### src/rtl/pipe_pkg.sv
// pipe_pkg: shared constants for the pipeline skid stage.
//   ST_EMPTY / ST_ONE / ST_TWO : state encoding {skidV, mainV}
//   PIPE_CNT_W                 : default bubble counter width
package pipe_pkg;

  localparam logic [1:0] ST_EMPTY = 2'b00;
  localparam logic [1:0] ST_ONE   = 2'b01;
  localparam logic [1:0] ST_TWO   = 2'b11;

  localparam int PIPE_CNT_W = 32;

endpackage

### src/rtl/pipe_sat_counter.sv
// pipe_sat_counter: up-counter that sticks at all-ones instead of wrapping.
//   clk   in        clock
//   rst   in        synchronous active-high clear
//   inc   in        count enable
//   count out CNT_W current value
module pipe_sat_counter #(
  parameter int CNT_W = 32
) (
  input  logic             clk,
  input  logic             rst,
  input  logic             inc,
  output logic [CNT_W-1:0] count
);

  localparam logic [CNT_W-1:0] CntOne = {{(CNT_W-1){1'b0}}, 1'b1};
  localparam logic [CNT_W-1:0] CntMax = {CNT_W{1'b1}};

  always_ff @(posedge clk) begin
    if (rst) begin
      count <= '0;
    end else if (inc && (count != CntMax)) begin
      count <= count + CntOne;
    end
  end

endmodule

### src/rtl/pipe_skid_stage.sv
// pipe_skid_stage: pipeline register with valid/ready handshake, optional
// 2-entry skid buffer, local stall/flush and a saturating bubble counter.
//   clk, rst            clock, synchronous active-high reset
//   flushE              drop everything held in the stage
//   stallE              freeze: no accept, no emit
//   in_valid/in_ready   upstream handshake, in_data payload
//   out_valid/out_ready downstream handshake, out_data = main register
//   bubble_cnt          count of empty, unstalled, unflushed cycles
module pipe_skid_stage
  import pipe_pkg::*;
#(
  parameter int WIDTH      = 256,
  parameter int SKID       = 1,
  parameter int FLUSH_ZERO = 1,
  parameter int CNT_W      = PIPE_CNT_W
) (
  input  logic             clk,
  input  logic             rst,
  input  logic             flushE,
  input  logic             stallE,
  input  logic             in_valid,
  output logic             in_ready,
  input  logic [WIDTH-1:0] in_data,
  output logic             out_valid,
  input  logic             out_ready,
  output logic [WIDTH-1:0] out_data,
  output logic [CNT_W-1:0] bubble_cnt
);

  logic [1:0]       stateReg;
  logic [1:0]       stateNext;
  logic [WIDTH-1:0] mainDataReg;
  logic [WIDTH-1:0] mainDataNext;
  logic             mainV;
  logic             accept;
  logic             fire;

  assign mainV  = stateReg[0];
  assign accept = in_valid & in_ready;
  // fire is only meaningful when flush is low; the next-state logic gives
  // flush priority over it.
  assign fire   = mainV & out_ready & ~stallE;

  // State register and the main payload register, shared by both variants.
  always_ff @(posedge clk) begin
    if (rst) begin
      stateReg    <= ST_EMPTY;
      mainDataReg <= '0;
    end else begin
      stateReg    <= stateNext;
      mainDataReg <= mainDataNext;
    end
  end

  // Outputs seen by the downstream stage.
  always_comb begin
    out_valid = mainV & ~stallE;
    out_data  = mainDataReg;
  end

  generate
    if (SKID != 0) begin : gSkid
      logic [WIDTH-1:0] skidDataReg;
      logic [WIDTH-1:0] skidDataNext;
      logic             skidV;

      assign skidV = stateReg[1];
      // Depends only on the skid flag and the control inputs, never on
      // out_ready, so the ready path is cut between stages.
      assign in_ready = ~skidV & ~stallE & ~rst & ~flushE;

      always_comb begin
        stateNext    = stateReg;
        mainDataNext = mainDataReg;
        skidDataNext = skidDataReg;
        if (flushE) begin
          stateNext = ST_EMPTY;
          if (FLUSH_ZERO != 0) begin
            mainDataNext = '0;
            skidDataNext = '0;
          end
        end else if (!stallE) begin
          case (stateReg)
            ST_EMPTY: begin
              if (accept) begin
                stateNext    = ST_ONE;
                mainDataNext = in_data;
              end
            end
            ST_ONE: begin
              if (accept && !fire) begin
                stateNext    = ST_TWO;
                skidDataNext = in_data;
              end else if (fire && !accept) begin
                stateNext = ST_EMPTY;
              end else if (fire && accept) begin
                mainDataNext = in_data;
              end
            end
            ST_TWO: begin
              // in_ready is low here, so only the drain can happen.
              if (fire) begin
                stateNext    = ST_ONE;
                mainDataNext = skidDataReg;
              end
            end
            default: stateNext = ST_EMPTY;
          endcase
        end
      end

      always_ff @(posedge clk) begin
        if (rst) begin
          skidDataReg <= '0;
        end else begin
          skidDataReg <= skidDataNext;
        end
      end
    end else begin : gNoSkid
      // Single entry: a full stage can still take a new word when the
      // downstream drains the current one in the same cycle.
      assign in_ready = ~stallE & ~rst & ~flushE & (~mainV | out_ready);

      always_comb begin
        stateNext    = stateReg;
        mainDataNext = mainDataReg;
        if (flushE) begin
          stateNext = ST_EMPTY;
          if (FLUSH_ZERO != 0) begin
            mainDataNext = '0;
          end
        end else if (!stallE) begin
          case (stateReg)
            ST_EMPTY, ST_ONE: begin
              if (accept) begin
                stateNext    = ST_ONE;
                mainDataNext = in_data;
              end else if (fire) begin
                stateNext = ST_EMPTY;
              end
            end
            default: stateNext = ST_EMPTY;
          endcase
        end
      end
    end
  endgenerate

  pipe_sat_counter #(
    .CNT_W(CNT_W)
  ) uBubbleCnt (
    .clk  (clk),
    .rst  (rst),
    .inc  (~rst & ~flushE & ~stallE & ~mainV),
    .count(bubble_cnt)
  );

endmodule

### config.mk
export PLATFORM = sky130hd
export DESIGN_NAME = pipe_skid_stage
export DESIGN_NICKNAME = d
export VERILOG_FILES = /design/src/rtl/pipe_pkg.sv /design/src/rtl/pipe_sat_counter.sv /design/src/rtl/pipe_skid_stage.sv
export SDC_FILE = /design/constraint.sdc
export NUM_CORES = 1
export LEC_CHECK = 0
export BUFFER_PORTS_ARGS = -buffer_cell sky130_fd_sc_hd__buf_2
export CAP_MARGIN = 40
export CELL_PAD_IN_SITES_DETAIL_PLACEMENT = 1
export CELL_PAD_IN_SITES_GLOBAL_PLACEMENT = 1
export CORE_MARGIN = 4
export CORE_UTILIZATION = 39
export CTS_BUF_LIST = sky130_fd_sc_hd__clkbuf_4 sky130_fd_sc_hd__clkbuf_8
export CTS_CLUSTER_DIAMETER = 40
export DETAILED_ROUTE_END_ITERATION = 12
export MAX_ROUTING_LAYER = met4
export PLACE_DENSITY_LB_ADDON = 0.2
export SLEW_MARGIN = 20
export SYNTH_ARGS = -nofsm -noshare
export SYNTH_HDL_FRONTEND = slang
export SYNTH_HIERARCHICAL = 1
export SYNTH_SLANG_ARGS = --single-unit
### constraint.sdc
create_clock -name clk -period 4.5 [get_ports clk]
set_input_delay 0.9 -clock clk [delete_from_list [all_inputs] [get_ports clk]]
set_output_delay 0.9 -clock clk [all_outputs]
set_load 0.05 [all_outputs]
=== After elaboration in Yosys (flattened, before gate mapping) ===
Cells that the tools add are included.

* Register bits: 546
* Output and inout port bits: 290

* $add $sub $neg: 1
* Reductions and logical operators: 12
* Equality and inequality tests: 9
* Muxes and demuxes: 11
* Bitwise operators: 15

{| class="wikitable"
|+ Operator list
! cell !! count
|-
| 256-bit two-way mux || 5
|-
| 256-bit case mux with 3 select lines || 1
|-
| 32-bit by 1-bit adder with 32-bit output, second input constant || 1
|-
| 32-bit inequality test, second input constant || 1
|-
| 1-bit AND || 10
|-
| 2-bit inequality test, second input constant || 5
|-
| 2-bit two-way mux || 4
|-
| 7-bit AND reduction || 1
|-
| 2-bit case mux with 3 select lines || 1
|-
| 1-bit NOT || 5
|-
| 1-bit logical AND || 4
|-
| 4-bit AND reduction || 1
|-
| 3-bit inequality test, second input constant || 1
|-
| 3-bit AND reduction || 1
|-
| 3-bit nonzero test || 1
|-
| 2-bit by 1-bit == test with 1-bit output, second input constant || 1
|-
| 2-bit == test, second input constant || 1
|-
| 1-bit logical NOT || 2
|-
| 2-bit logical NOT || 1
|-
| 2-bit OR reduction || 1
|}

=== Logic depth before layout (Yosys ltp) ===
Gate-level depths: netlist of run 1.

* Depth in word-level cells: 10
* Mapped depth: 14

=== Hierarchy ===
Netlist of run 1, hierarchy kept.

{| class="wikitable"
|+ By module, submodules not included
! module !! seq. area each (µm²) !! times used !! cells each !! area an instance (µm²)
|-
| pipe_skid_stage || 10289.9 || 1 || 2314 || 20774.9
|-
| pipe_sat_counter || 640.6 || 1 || 199 || 1674.1
|}

=== Worst setup path before layout of run 1 ===
Ideal clock, no wire load.

* Path kind: input to register
* From: input rst
* To: register mainDataReg[166] (netlist: out_data[166])
* Data required time: 4.414 ns
* Arrival: 4.461 ns
* Stages: 13
* Path slack: -0.046 ns
* Buffers on the path: 4
* Cell sequence: or2_2 > clkbuf_1 > clkbuf_1 > nor3_1 > nand2_1 > inv_1 > ha_1 > or3b_2 > a21oi_1 > buf_2 > clkbuf_1 > a21oi_1 > a211oi_1

* Longest elaborated chain between the ends: 8
* Elaborated cells between the ends (all ways): 14

{| class="wikitable"
|+ RTL lines
! what !! line !! RTL
|-
| start, declared || pipe_skid_stage.sv:18 || <nowiki>input logic rst,</nowiki>
|-
| 1-bit NOT * || pipe_skid_stage.sv:70 || <nowiki>assign in_ready = ~skidV & ~stallE & ~rst & ~flushE;</nowiki>
|-
| 1-bit AND * (2 in series) || pipe_skid_stage.sv:70 ||
|-
| net in_ready || pipe_skid_stage.sv:22 || <nowiki>output logic in_ready,</nowiki>
|-
| 1-bit AND * || pipe_skid_stage.sv:39 || <nowiki>assign accept = in_valid & in_ready;</nowiki>
|-
| 1-bit logical NOT || pipe_skid_stage.sv:94 || <nowiki>end else if (fire && !accept) begin</nowiki>
|-
| 1-bit logical AND || pipe_skid_stage.sv:94 ||
|-
| 2-bit inequality test (no line) || - ||
|-
| 7-bit AND reduction (no line) * || - ||
|-
| end signal, assigned || pipe_skid_stage.sv:51 || <nowiki>mainDataReg <= mainDataNext;</nowiki>
|-
| end, declared || pipe_skid_stage.sv:32 || <nowiki>logic [WIDTH-1:0] mainDataReg;</nowiki>
|}

The timed path passes the listed nets; every way through them passes the cells marked *.
A chain may end at the register's enable or synchronous reset.

=== Final worst setup path of run 1 ===
* From: register stateReg[0]
* To: register mainDataReg[155] (netlist: out_data[155])

* Longest elaborated chain between the ends: 6
* Elaborated cells between the ends (all ways): 17

{| class="wikitable"
|+ RTL lines
! what !! line !! RTL
|-
| start, declared || pipe_skid_stage.sv:30 || <nowiki>logic [1:0] stateReg;</nowiki>
|-
| start signal, assigned || pipe_skid_stage.sv:50 || <nowiki>stateReg <= stateNext;</nowiki>
|-
| 1-bit AND (2 in series) || pipe_skid_stage.sv:42 || <nowiki>assign fire = mainV & out_ready & ~stallE;</nowiki>
|-
| 1-bit logical NOT || pipe_skid_stage.sv:91 || <nowiki>if (accept && !fire) begin</nowiki>
|-
| 1-bit logical AND || pipe_skid_stage.sv:91 ||
|-
| 2-bit inequality test (no line) || - ||
|-
| 7-bit AND reduction (no line) || - ||
|}

Several ways; a longest one is shown, not always the timed one.

==> flow_metrics.tcl, run 1 <==
set metrics [dict create \
    crit_type "reg -> reg" \
    nets 3233 \
    root_buffer "clkbuf_8" \
    r2r_slack_ns 1.40 \
    grt_util_met2 0.392 \
    hp-class "reg -> reg" \
    power_mw 10.8 \
    dr.pass1.iters 5 \
    vias 20600 \
    synth_fp_nets 2784 \
    synth.distinct_cells 47 \
    clock_skew_ns 0.0261 \
    antenna_found_initial 39 \
    r2r_end "out_data[155]" \
    fin_tns_setup_ns 0 \
    grt_most_used_layer "met2" \
    path_max_fanout 132 \
    outcome "finished, final reports clean" \
    first_global_vias 21100 \
    p_leak_nw 9.87 \
    dp_slack_ns 0.822 \
    layout_min_cycle_time_ns 3.10 \
    place.gp.congestion 0.810 \
    end_kind "register" \
    post-dp-hpwl_mm 50.0 \
    first_iter_violations 954 \
    ys_seq_area_frac 0.487 \
    utilization 0.490 \
    start_kind "register" \
    crit_start "stateReg[0]" \
    ant_nets 0 \
    cts_resized 0 \
    max_slew.worst_pin.slew_ns 1.21 \
    path_clk_slew_ns 0.06 \
    arrival_ns 3.68 \
    crit_path_end "out_data[155]" \
    slew_viol_final 0 \
    numClockSinks 546 \
    routed_wl_mm 77.5 \
    fill_cells 6818 \
    worstPathRequired_ns 5.08 \
    core_area_um2 56700 \
    r2r_cells 10 \
    drive_gt1_frac 0.257 \
    finalHoldViolCount 0 \
    io_pins 552 \
    yosys_warnings 6 \
    fp.dieW_um 248 \
    setup_viol 0 \
    async_reset_ff_frac 0 \
    clockBufferDepth 3 \
    fmax_mhz 322 \
    routed_via_density 5.38 \
    synth_enable_flop_cells 0 \
    worstHoldStart "gSkid.skidDataReg[48]" \
    r2r_start "stateReg[0]" \
    grt-ovfl-total 0 \
    power.density_nw_per_um2 389 \
    grt_setup_unrepaired "false" \
    syn_area_um2 22400 \
    setup_slack_ns 1.40 \
    routedWlPerCell_um 20.2 \
    ctsHoldBuffers 0 \
    ys_ff_latch 546 \
    drc_errors 0 \
    cts_tree "built" \
    ir_drop_mv 0.268 \
    io_buffers 551 \
    postCtsSetupRepairBufs 0 \
    cts_buffers 101 \
    die_y_um 248 \
    period_share 0.690 \
    fp-row-count 87 \
    track_usage 0.244 \
    drv_cap 0 \
    clk_latency_ns 0.68 \
    h-tree-depth 3 \
    use_met3 0.0859 \
    grt_first_pass_wirelength_mm 117 \
    dieArea_um2 61500 \
    syn_to_final_growth_pct 23.7 \
    met1_usage 0.280 \
    whs_ns 0.454 \
    slew_headroom 0.193 \
    ys.flop_type "dfxtp_1" \
    grt_start_max_net_pins 204 \
    holdPathStages 2 \
    start_util 0.396 \
    avgSynthCellArea_um2 8.93 \
    synthCells 2513 \
]
## final cells by class
class                           count  area (µm²)  area share
Antenna cell                       42         105     0.00378
Clock buffer                      150        1880      0.0678
Clock inverter                     24         338      0.0122
Inverter                            6        22.5    0.000811
Multi-Input combinational cell   1721       10300       0.369
Sequential cell                   546       10900       0.393
Tap cell                          756         946      0.0341
Timing Repair Buffer              586        3300       0.119
## worst max-delay path, stage by stage (launching register included)
cell	delay [ns]
dfxtp_1	0.49
inv_1	0.16
nor2_1	0.17
nand2_1	0.11
inv_1	0.10
ha_1	0.14
or3b_2	0.47
a21oi_4	0.25
buf_12	0.45
a21oi_1	0.17
a211oi_1	0.29
## metrics by stage
stage | cell area [µm²] | cells
floorplan | 22500 | 2513
global placement | 25400 | 3612
detailed placement | 25500 | 3615
CTS | 27700 | 3789
global route | 27800 | 3828
finish | 27800 | 3831
## power by group
group | internal, mW | switching (mW) | leakage (nW) | total, mW
clock | 3.08 | 2.10 | 1.16 | 5.18
sequential | 4.88 | 0.0273 | 4.40 | 4.91
combinational | 0.228 | 0.496 | 4.30 | 0.725
total | 8.18 | 2.63 | 9.87 | 10.8
## worst min path at each step
| stage | endpoint | slack [ns] |
|---|---|---|
| after floorplan | gSkid.skidDataReg[0] | 0.44 |
| after global placement | gSkid.skidDataReg[85] | 0.44 |
| after detailed placement | gSkid.skidDataReg[105] | 0.45 |
| after CTS | gSkid.skidDataReg[178] | 0.40 |
| after global routing | gSkid.skidDataReg[22] | 0.41 |
| final | gSkid.skidDataReg[48] | 0.45 |
## cell families (layout without fill, tap and decap cells)
kind of cell,after synthesis,count (layout),share of synthesized area
muxes,261,261,0.116
DFF,546,546,0.487
xor gates and xnor gates,7,7,0.00273
buffers and inverters,246,766,0.0585
and+or+nand+nor,623,623,0.114
adders and majority gates,9,9,0.00502
other,0,42,0
AOI/OAI and AO/OA,821,821,0.216
## synthesized netlist by cell type (all sizes together), types with 12 or more instances
cell type / n / share of area
a211oi: 257 / 0.086
a21oi: 535 / 0.12
buf: 73 / 0.030
clkbuf: 167 / 0.028
dfxtp: 546 / 0.49
mux2i: 259 / 0.12
nand2: 528 / 0.088
nand3: 14 / 0.0033
nor2: 17 / 0.0028
o31ai: 12 / 0.0040
or3: 12 / 0.0036
or4: 12 / 0.0040
## state kept, by name, indices dropped and copies added, names as in the netlist
| signal | count |
|---|---|
| stateReg | 2 |
| out_data | 256 |
| uBubbleCnt/count | 32 |
| gSkid.skidDataReg | 256 |
## placed cells by master (no fill, tap or decap), types with 3 or more instances in the layout
cell,n
or4_1,12
a211oi_1,257
clkinvlp_4,4
nand2_1,528
clkbuf_4,29
and3_1,3
buf_4,14
nand4_1,10
nand3_1,13
o21ai_0,8
buf_2,551
o31ai_1,12
xnor2_1,6
dfxtp_1,546
clkbuf_8,121
or3_1,11
bufinv_16,7
clkinv_2,9
nor3_1,3
and4_1,4
inv_1,6
mux2i_1,259
nor4_1,3
ha_1,8
buf_12,19
diode_2,42
a21oi_1,534
nor2_1,16
## metal layers
| layer | part of all wire | vias up | wire [µm] |
|---|---|---|---|
| met4 | 0.034 | 0 | 2630 |
| li1 | - | 9878 | - |
| met1 | 0.41 | 10000 | 31600 |
| met5 | 0 | - | 0 |
| met3 | 0.080 | 154 | 6230 |
| met2 | 0.48 | 558 | 37000 |
(Power assumes the default switching activity.)
==> run 2, diff against run 1 <==
--- a/config.mk
+++ b/config.mk
@@ -10,7 +10,7 @@
 export CELL_PAD_IN_SITES_DETAIL_PLACEMENT = 1
 export CELL_PAD_IN_SITES_GLOBAL_PLACEMENT = 1
 export CORE_MARGIN = 4
-export CORE_UTILIZATION = 39
+export CORE_UTILIZATION = 37
 export CTS_BUF_LIST = sky130_fd_sc_hd__clkbuf_4 sky130_fd_sc_hd__clkbuf_8
 export CTS_CLUSTER_DIAMETER = 40
 export DETAILED_ROUTE_END_ITERATION = 12
==> constraint.sdc (replaced) <==
create_clock -name clk -period 2.64 [get_ports clk]
set_input_delay 0.528 -clock clk [delete_from_list [all_inputs] [get_ports clk]]
set_output_delay 0.528 -clock clk [all_outputs]
set_load 0.05 [all_outputs]
==> run 2 against run 1 <==
Utilization hardly changed. Clock skew is 0.0015 ns higher. Critical path type unchanged. Critical path depth is 1 higher. Die area is 5.2% higher. Largest power group unchanged. Setup slack worse by 1.3 ns. Sequential power is 70% higher.
==> flow_metrics.tcl, run 2 (synthesis results as in run 1) <==
set metrics [dict create \
    dr.pass1.iters 5 \
    drive_gt1_frac 0.312 \
    place.gp.congestion 0.841 \
    max_slew.worst_pin.slew_ns 0.931 \
    fmax_mhz 398 \
    start_util 0.373 \
    crit_buf_inv 4 \
    fin_cells 3942 \
    holdPathStages 3 \
    io_buffers 551 \
    grt_setup_unrepaired "false" \
    setup_viol 0 \
    syn_to_final_growth_pct 31.4 \
    p_sw_frac 0.249 \
    nets 3326 \
    dp_cells 3731 \
    end_kind "register" \
    layout_common_cells "551 x buf_2, 546 x dfxtp_1, 534 x a21oi_1" \
    clk_latency_ns 0.67 \
    period_share 0.951 \
    slew_viol_final 0 \
    grt_first_pass_wirelength_mm 124 \
    crit_type "reg -> reg" \
    grt-ovfl-total 0 \
    track_usage 0.246 \
    grt_start_max_net_pins 221 \
    layout_commonest_cell "buf_2" \
    hp-class "in -> reg" \
    fin_tns_setup_ns 0 \
    ant_nets 0 \
    numClockSinks 546 \
    finalHoldViolCount 0 \
    setup_slack_ns 0.130 \
    r2r_slack_ns 0.13 \
    critical_path.cell_chain "nor3_4 > nand2_1 > inv_1 > buf_4 > ha_1 > or3b_4 > a21oi_4 > buf_12 > buf_12 > a21oi_1 > a211oi_1" \
    root_buffer "clkbuf_8" \
    seqPwrFrac 0.442 \
    whs_ns 0.0972 \
    cp.depth 11 \
    dp_slack_ns -0.397 \
    slowest_stage "or3b_4" \
    outcome "finished, final reports clean" \
    first_iter_violations 1120 \
    clkPwrFrac 0.485 \
    clock_skew_ns 0.0276 \
    die_y_um 254 \
    post-dp-hpwl_mm 56.5 \
    p_sw_mw 4.72 \
    fp.dieW_um 254 \
    first_global_vias 22000 \
    h-tree-depth 3 \
    cp_slowest_stage_delay_ns 0.41 \
    postCtsSetupRepairBufs 0 \
    vias 21100 \
    crit_top_cell "buf_12" \
    worstPathRequired_ns 3.21 \
    power.density_nw_per_um2 643 \
    p_int_mw 14.2 \
    layout_min_cycle_time_ns 2.51 \
    cts_buffers 103 \
    start_kind "register" \
    routedWlPerCell_um 20.6 \
    path_clk_slew_ns 0.06 \
    routed_wl_mm 81.2 \
    critical-path-top-delay-family "buffers and inverters" \
    io_pins 552 \
    ir_drop_mv 0.376 \
    clockBufferDepth 3 \
    cts_tree "built" \
    pwr-share-comb 0.073 \
    antenna_found_initial 25 \
    routed_via_density 5.35 \
    p_leak_nw 10.6 \
    drv_cap 0 \
    arrival_ns 3.08 \
    r2r_cells 11 \
    fp-row-count 90 \
    dieArea_um2 64700 \
    fill_cells 7074 \
    path_max_fanout 23 \
    drc_errors 0 \
    core_area_um2 60200 \
    slew_headroom 0.379 \
]
==> run 2: metrics by stage <==
| step | power (mW) | utilization | cell area [µm²] |
|---|---|---|---|
| 6_report | 19.0 | 0.489 | 29500 |
| 5_1_grt | 19.7 | 0.489 | 29500 |
| 4_1_cts | 19.2 | 0.488 | 29400 |
| 3_5_place_dp | 9.93 | 0.449 | 27100 |
| 3_3_place_gp | 9.89 | 0.449 | 27000 |
| 2_1_floorplan | 9.36 | - | 23400 |
==> run 2: worst min-delay path: cells and delay by family <==
kind	cells	cell delay [ns]
AOI/OAI and AO/OA	1	0.05
and+or+nand+nor	1	0.05
buffers and inverters	1	0.10
==> run 2: layout make-up <==
cell class                 instances  area (µm²)  area share
sequential                       546       10900       0.371
timing repair buffer             677        4400       0.149
clock inverter                    32         397      0.0134
multi-input combinational       1721       10800       0.365
antenna                           26        65.1     0.00221
inverter                           6        22.5    0.000764
tap                              782         978      0.0332
clock buffer                     152        1920      0.0652
==> run 2: worst paths after layout <==
check | end | startpoint
worst max-delay path | out_data[193] | stateReg[1]
worst max register to register | out_data[193] | stateReg[1]
worst min register to register | gSkid.skidDataReg[74] | gSkid.skidDataReg[74]
worst min-delay path | gSkid.skidDataReg[184] | in_data[184]
==> run 2: layer usage <==
metal | up-vias | wire, µm | part of all wire | global-route usage
li1 | 10000 | - | - | -
met1 | 10400 | 33600 | 0.41 | 0.289
met2 | 518 | 40500 | 0.50 | 0.415
met3 | 162 | 4150 | 0.051 | 0.0501
met4 | 0 | 2950 | 0.036 | 0.0973
met5 | - | 0 | 0 | -
==> run 2: power by group through the flow <==
| stage | clock (mW) | combinational (mW) | sequential [mW] |
|---|---|---|---|
| after detailed placement | 0 | 1.38 | 8.55 |
| final | 9.20 | 1.39 | 8.37 |
| after global routing | 9.80 | 1.49 | 8.37 |
| after global placement | 0 | 1.34 | 8.54 |
| after CTS | 9.42 | 1.39 | 8.37 |
| after floorplan | 0 | 0.579 | 8.78 |
==> run 2: timing repair <==
action | in CTS | in global routing
hold buffers | 0 | 0
resized for setup | 0 | 3
endpoints found under the hold margin | 0 | 0
endpoints found under the setup margin | 0 | 11
